File: config.mk
export PLATFORM = sky130hd
export DESIGN_NAME = pc_sequencer
export DESIGN_NICKNAME = d
export VERILOG_FILES = /design/src/rtl/pc_seq_pkg.sv /design/src/rtl/pc_return_stack.sv /design/src/rtl/pc_sequencer.sv
export SDC_FILE = /design/constraint.sdc
export NUM_CORES = 1
export LEC_CHECK = 0
export ABC_AREA = 1
export ABC_CLOCK_PERIOD_IN_PS = 2000
export CAP_MARGIN = 10
export CORE_UTILIZATION = 53
export DETAILED_ROUTE_END_ITERATION = 8
export PLACE_DENSITY = 0.77
export SYNTH_ARGS = -nofsm -noshare
export SYNTH_HDL_FRONTEND = slang
export SYNTH_SLANG_ARGS = --single-unit
File: constraint.sdc
create_clock -name clk -period 2 [get_ports clk]
set_input_delay 0.6 -clock clk [delete_from_list [all_inputs] [get_ports clk]]
set_output_delay 0.6 -clock clk [all_outputs]
set_load 0.03 [all_outputs]
File: src/rtl/pc_seq_pkg.sv
// Shared definitions for the program-counter sequencer.
//   pc_cmd_t  : one-hot-free encoding of the command executed in a cycle
//   pc_decode : fixed-priority encoder over the six command strobes
//               (clear > load > call > ret > branch > up)
package pc_seq_pkg;

  typedef enum logic [2:0] {
    CMD_NONE,
    CMD_CLEAR,
    CMD_LOAD,
    CMD_CALL,
    CMD_RET,
    CMD_BRANCH,
    CMD_UP
  } pc_cmd_t;

  function automatic pc_cmd_t pc_decode(input logic clear, input logic load,
                                        input logic call, input logic ret,
                                        input logic branch, input logic up);
    pc_cmd_t cmd;
    if (clear)       cmd = CMD_CLEAR;
    else if (load)   cmd = CMD_LOAD;
    else if (call)   cmd = CMD_CALL;
    else if (ret)    cmd = CMD_RET;
    else if (branch) cmd = CMD_BRANCH;
    else if (up)     cmd = CMD_UP;
    else             cmd = CMD_NONE;
    return cmd;
  endfunction

endpackage

File: src/rtl/pc_return_stack.sv
// Return-address LIFO for the program-counter sequencer.
// Ports:
//   clk, reset_n      : clock, asynchronous active-low reset (clears pointer)
//   push, pop, flush  : at most one asserted per cycle by the caller
//   push_data         : return address to store on push
//   top               : registered copy of the newest entry (valid when !empty)
//   full, empty       : occupancy flags derived from the stack pointer
//   fault             : combinational pulse on push-when-full or pop-when-empty
module pc_return_stack #(
  parameter int ADDR_W      = 7,
  parameter int STACK_DEPTH = 4
) (
  input  logic              clk,
  input  logic              reset_n,
  input  logic              push,
  input  logic              pop,
  input  logic              flush,
  input  logic [ADDR_W-1:0] push_data,
  output logic [ADDR_W-1:0] top,
  output logic              full,
  output logic              empty,
  output logic              fault
);

  localparam int SP_W  = $clog2(STACK_DEPTH + 1);
  localparam int IDX_W = (STACK_DEPTH > 1) ? $clog2(STACK_DEPTH) : 1;

  logic [SP_W-1:0]   sp;
  logic [SP_W-1:0]   below;
  logic [ADDR_W-1:0] mem [0:(1<<IDX_W)-1];
  logic              do_push;
  logic              do_pop;

  assign full    = (sp == SP_W'(STACK_DEPTH));
  assign empty   = (sp == '0);
  assign do_push = push && !full;
  assign do_pop  = pop && !empty;
  assign fault   = (push && full) || (pop && empty);
  // Slot that becomes the new top after a pop.
  assign below   = sp - SP_W'(2);

  always_ff @(posedge clk or negedge reset_n) begin
    if (!reset_n)     sp <= '0;
    else if (flush)   sp <= '0;
    else if (do_push) sp <= sp + SP_W'(1);
    else if (do_pop)  sp <= sp - SP_W'(1);
  end

  // Storage and the top-of-stack copy carry no reset: contents are
  // meaningless whenever the pointer says the stack is empty.  Keeping top
  // registered lets a ret immediately after a call see the pushed value.
  always_ff @(posedge clk) begin
    if (!flush) begin
      if (do_push) begin
        mem[sp[IDX_W-1:0]] <= push_data;
        top                <= push_data;
      end else if (do_pop) begin
        top <= mem[below[IDX_W-1:0]];
      end
    end
  end

endmodule

File: src/rtl/pc_sequencer.sv
// Program counter for the instruction-fetch path.
// Ports:
//   clk, reset_n        : clock, asynchronous active-low reset
//   clear               : synchronous equivalent of reset
//   load/call/ret/branch/up : command strobes, fixed priority in that order
//                         after clear
//   target              : load/call destination
//   offset              : signed branch displacement (wraps modulo 2^ADDR_W)
//   address             : current program counter (registered)
//   stack_full/empty    : return-stack occupancy
//   halted              : up reached max address with WRAP=0
//   err                 : sticky call-on-full / ret-on-empty indicator
module pc_sequencer
  import pc_seq_pkg::*;
#(
  parameter int              ADDR_W      = 7,
  parameter int              STACK_DEPTH = 4,
  parameter bit              WRAP        = 1'b1,
  parameter logic [ADDR_W-1:0] RESET_ADDR = '0
) (
  input  logic              clk,
  input  logic              reset_n,
  input  logic              clear,
  input  logic              up,
  input  logic              load,
  input  logic              call,
  input  logic              ret,
  input  logic              branch,
  input  logic [ADDR_W-1:0] target,
  input  logic [ADDR_W-1:0] offset,
  output logic [ADDR_W-1:0] address,
  output logic              stack_full,
  output logic              stack_empty,
  output logic              halted,
  output logic              err
);

  localparam logic [ADDR_W-1:0] MAX_ADDR = '1;

  pc_cmd_t           cmd;
  logic [ADDR_W-1:0] addend;
  logic [ADDR_W-1:0] sum;
  logic [ADDR_W-1:0] top;
  logic [ADDR_W-1:0] address_nxt;
  logic              halted_nxt;
  logic              err_nxt;
  logic              fault;

  assign cmd = pc_decode(clear, load, call, ret, branch, up);

  // One adder serves branch (address+offset), increment and the call
  // return address (address+1).
  assign addend = (cmd == CMD_BRANCH) ? offset : ADDR_W'(1);
  assign sum    = address + addend;

  pc_return_stack #(
    .ADDR_W      (ADDR_W),
    .STACK_DEPTH (STACK_DEPTH)
  ) u_stack (
    .clk       (clk),
    .reset_n   (reset_n),
    .push      (cmd == CMD_CALL),
    .pop       (cmd == CMD_RET),
    .flush     (cmd == CMD_CLEAR),
    .push_data (sum),
    .top       (top),
    .full      (stack_full),
    .empty     (stack_empty),
    .fault     (fault)
  );

  always_comb begin
    address_nxt = address;
    halted_nxt  = halted;
    err_nxt     = err | fault;
    case (cmd)
      CMD_CLEAR: begin
        address_nxt = RESET_ADDR;
        halted_nxt  = 1'b0;
        err_nxt     = 1'b0;
      end
      CMD_LOAD: begin
        address_nxt = target;
        halted_nxt  = 1'b0;
      end
      // A rejected call/ret leaves address and halted untouched.
      CMD_CALL: begin
        if (!stack_full) begin
          address_nxt = target;
          halted_nxt  = 1'b0;
        end
      end
      CMD_RET: begin
        if (!stack_empty) begin
          address_nxt = top;
          halted_nxt  = 1'b0;
        end
      end
      CMD_BRANCH: begin
        address_nxt = sum;
        halted_nxt  = 1'b0;
      end
      CMD_UP: begin
        if (!halted) begin
          if (address != MAX_ADDR) address_nxt = sum;
          else if (WRAP)           address_nxt = '0;
          else                     halted_nxt  = 1'b1;
        end
      end
      default: ;
    endcase
  end

  always_ff @(posedge clk or negedge reset_n) begin
    if (!reset_n) begin
      address <= RESET_ADDR;
      halted  <= 1'b0;
      err     <= 1'b0;
    end else begin
      address <= address_nxt;
      halted  <= halted_nxt;
      err     <= err_nxt;
    end
  end

endmodule

==> run metrics <==
status finished with violations; violated checks setup timing; Worst Slack Setup Final -0.832 ns; Final setup violation count 78; Critical-path top delay cell fa_2; Rel. slew slack about three fifths; Pwr per Cell Area 813 nW/um2; clock sink count 46; number of CTS-inserted buffers 5; grt total ovfl 0; Initial DRC Count 254; syn nets 317; clk_lat worst skew 0.31 ns; drt total wl 9.64 mm; CTS clk-pin slew, worst paths about 0.10 ns; clk_skew 0.0101 ns; area growth from synthesis to layout 65.9%; period utilization 142%; post-synthesis sequential area ratio about half; Die Y about 72 um; Inserted Diodes 0; crit start category primary input; die area 5170 um2; number of global-route vias before repair 2,437; max-cap violations 0; total number of vias roughly 2,800; initial antenna violation count 0; first-pass GRT wire length 11.4 mm; actual slew at the worst max-slew pin 0.609 ns; clk root buf clkbuf_8; Hold WC Path Type flip-flop to flip-flop; DRT antenna net count 0; core area roughly 4700 um2; Yosys reg bits between 40 and 50; Peak VDD IR approximately 0.7 mV; Synth Area per Inst 9.15 um2; Cell Area, Synth 2590 um2; Slew Limit Fails 0; # H-tree levels 2; TritonRoute pass-1 iters 6; Max Clk Rate 0.353 GHz; placer congestion estimate about 0.83; Netlist cell types 32; Critical Path Max Stage Delay 0.38 ns; clock buffer depth 2; DRC viols 0; layout cell share with drive strength beyond 1 a little under half; HPWL Detailed 4.53 mm; Async SR Flop Fraction 23.9%; cell taking the most area after synthesis edfxtp_1; ranking of synthesized cells by area edfxtp_1 (41%), nand2_1 (12%), dfrtp_1 (11%); Worst EP required 2.21 ns; post-layout net count 433; RSZ-0062 raised after global routing yes; family with the most delay on the worst path buffers and inverters; IO Count 33; number of synthesized flops with an enable pin 35; WP data arrival around 3 ns; die extent in x 71.9 um; GRT Total Usage 29.3%; IO buf count 31; predominant post-synthesis flop cell edfxtp_1; wire length per cell 20.6 um; largest net degree at the start of global routing 16; worst path cell trace buf_8, inv_8, o21ai_4, a21oi_2, inv_2, ha_4, inv_4, nor2_4, inv_2, or2_4, ha_4, inv_4, fa_2, buf_6, o21ai_2, xor2_1, buf_4, a21oi_2, o21ai_1, nand2_1; Via density between 5 and 6; num rows 25; nature of the critical path endpoint flip-flop; Crit Path Class primary input to flip-flop; synth warn 0; dpl ws -1.51 ns; Worst Path Buf+Inv 8; total negative setup slack -35.64 ns; Tmin final between 2 and 3 ns; area share of the largest cell type after synthesis 40.6%; Syn Inst Count 283; TritonCTS clock tree built; hold buffers post-CTS 0; Initial Utilization between 50% and 60%; Crit Path Max Fanout 3; Fin. Hold Viols 0; Leakage Power 1.91 nW
-- final cells by class --
cell class                 count  area (um2)
sequential                    46        1330
tap                           67        83.8
clock buffer                   5        68.8
multi-input combinational    199        1550
inverter                      38         190
fill                         168         427
clock inverter                 3        43.8
timing repair buffer         109        1030
-- per-stage QoR --
step	hold slack, ns	utilization, %	power, mW	instance area [um2]	instances
6_report	0.523	91.0	3.49	4300	467
3_3_place_gp	0.488	73.5	2.31	3470	428
4_1_cts	0.513	83.1	3.17	3930	451
5_1_grt	0.541	91.0	3.60	4300	467
3_5_place_dp	0.507	73.5	2.33	3470	428
2_1_floorplan	0.304	-	1.86	2710	283
-- power breakdown --
part           internal (mW)  switching [mW]  total [mW]
logic                  0.645           0.869        1.51
clock network          0.375           0.356       0.732
registers               1.17          0.0736        1.25
-- Yosys cell counts (3+ instances only) --
master / n
nor2_1: 22
dfrtp_1: 11
inv_2: 6
nor2_4: 4
nand2_1: 86
o21ai_2: 3
ha_1: 10
o21ai_0: 11
a22oi_1: 4
a21oi_1: 7
edfxtp_1: 35
nand2_2: 5
inv_1: 31
nand3_1: 15
nand4_1: 5
a41oi_1: 4
-- cells by family (layout without fill, tap and decap cells) --
family	count (synthesis)	in the layout	synth area share, %
xor+xnor	3	3	1.01
compound gates	34	34	8.65
other cells	1	1	0.145
simple gates	148	149	26.7
fa+ha+maj	12	12	6.38
buf+inv	39	155	5.89
flops	46	46	51.2
-- cell usage in the layout, fill, tap and decap left out, types with 10 or more instances in the layout --
master and count:
nand2_1 74, clkdlybuf4s50_1 16, nand2_4 11, buf_6 28, inv_1 21, buf_4 49
edfxtp_1 35, nor2_4 11, nor2_1 10, dfrtp_1 11
-- flip-flops by register name, summed over array words and instances (netlist names) --
name / flops
u_stack.mem: 28
address: 7
u_stack.top: 7
u_stack.sp: 3
err: 1
-- per-layer routing --
| metal | global-route usage [%] | wire length [um] |
|---|---|---|
| met1 | 36.2 | 3470 |
| met2 | 51.0 | 4880 |
| met3 | 5.14 | 728 |
| met4 | 12.2 | 563 |
| met5 | 0 | 0 |
-- timing repair --
item                                    in CTS  in global routing
pin swaps                                   36                 40
buffers inserted                            19                 19
hold endpoints to repair                     0                  0
resized for setup                           86                 69
endpoints found under the setup margin      86                 83
cloned                                       0                  1
-- final timing paths --
| path | startpoint | to | slack [ns] | cells after the start |
|---|---|---|---|---|
| worst max-delay path | call | address[4] | -0.83 | 20 |
| worst min-delay path | err | err | 0.52 | 2 |
| worst max register to register | address[0] | address[4] | -0.14 | 10 |
| worst min register to register | err | err | 0.52 | 2 |
| max in group asynchronous | reset_n | u_stack.sp[1] | 0.94 | 1 |
| min in group asynchronous | reset_n | address[4] | 0.66 | 1 |
-- tightest hold or removal path, delay by kind of cell (launching register included) --
kind / cells / cell delay, ns
DFF: 1 / 0.39
AOI/OAI and AO/OA: 1 / 0.07
buffers and inverters: 1 / 0.04
Note: power is estimated with default switching activity, not from simulation.
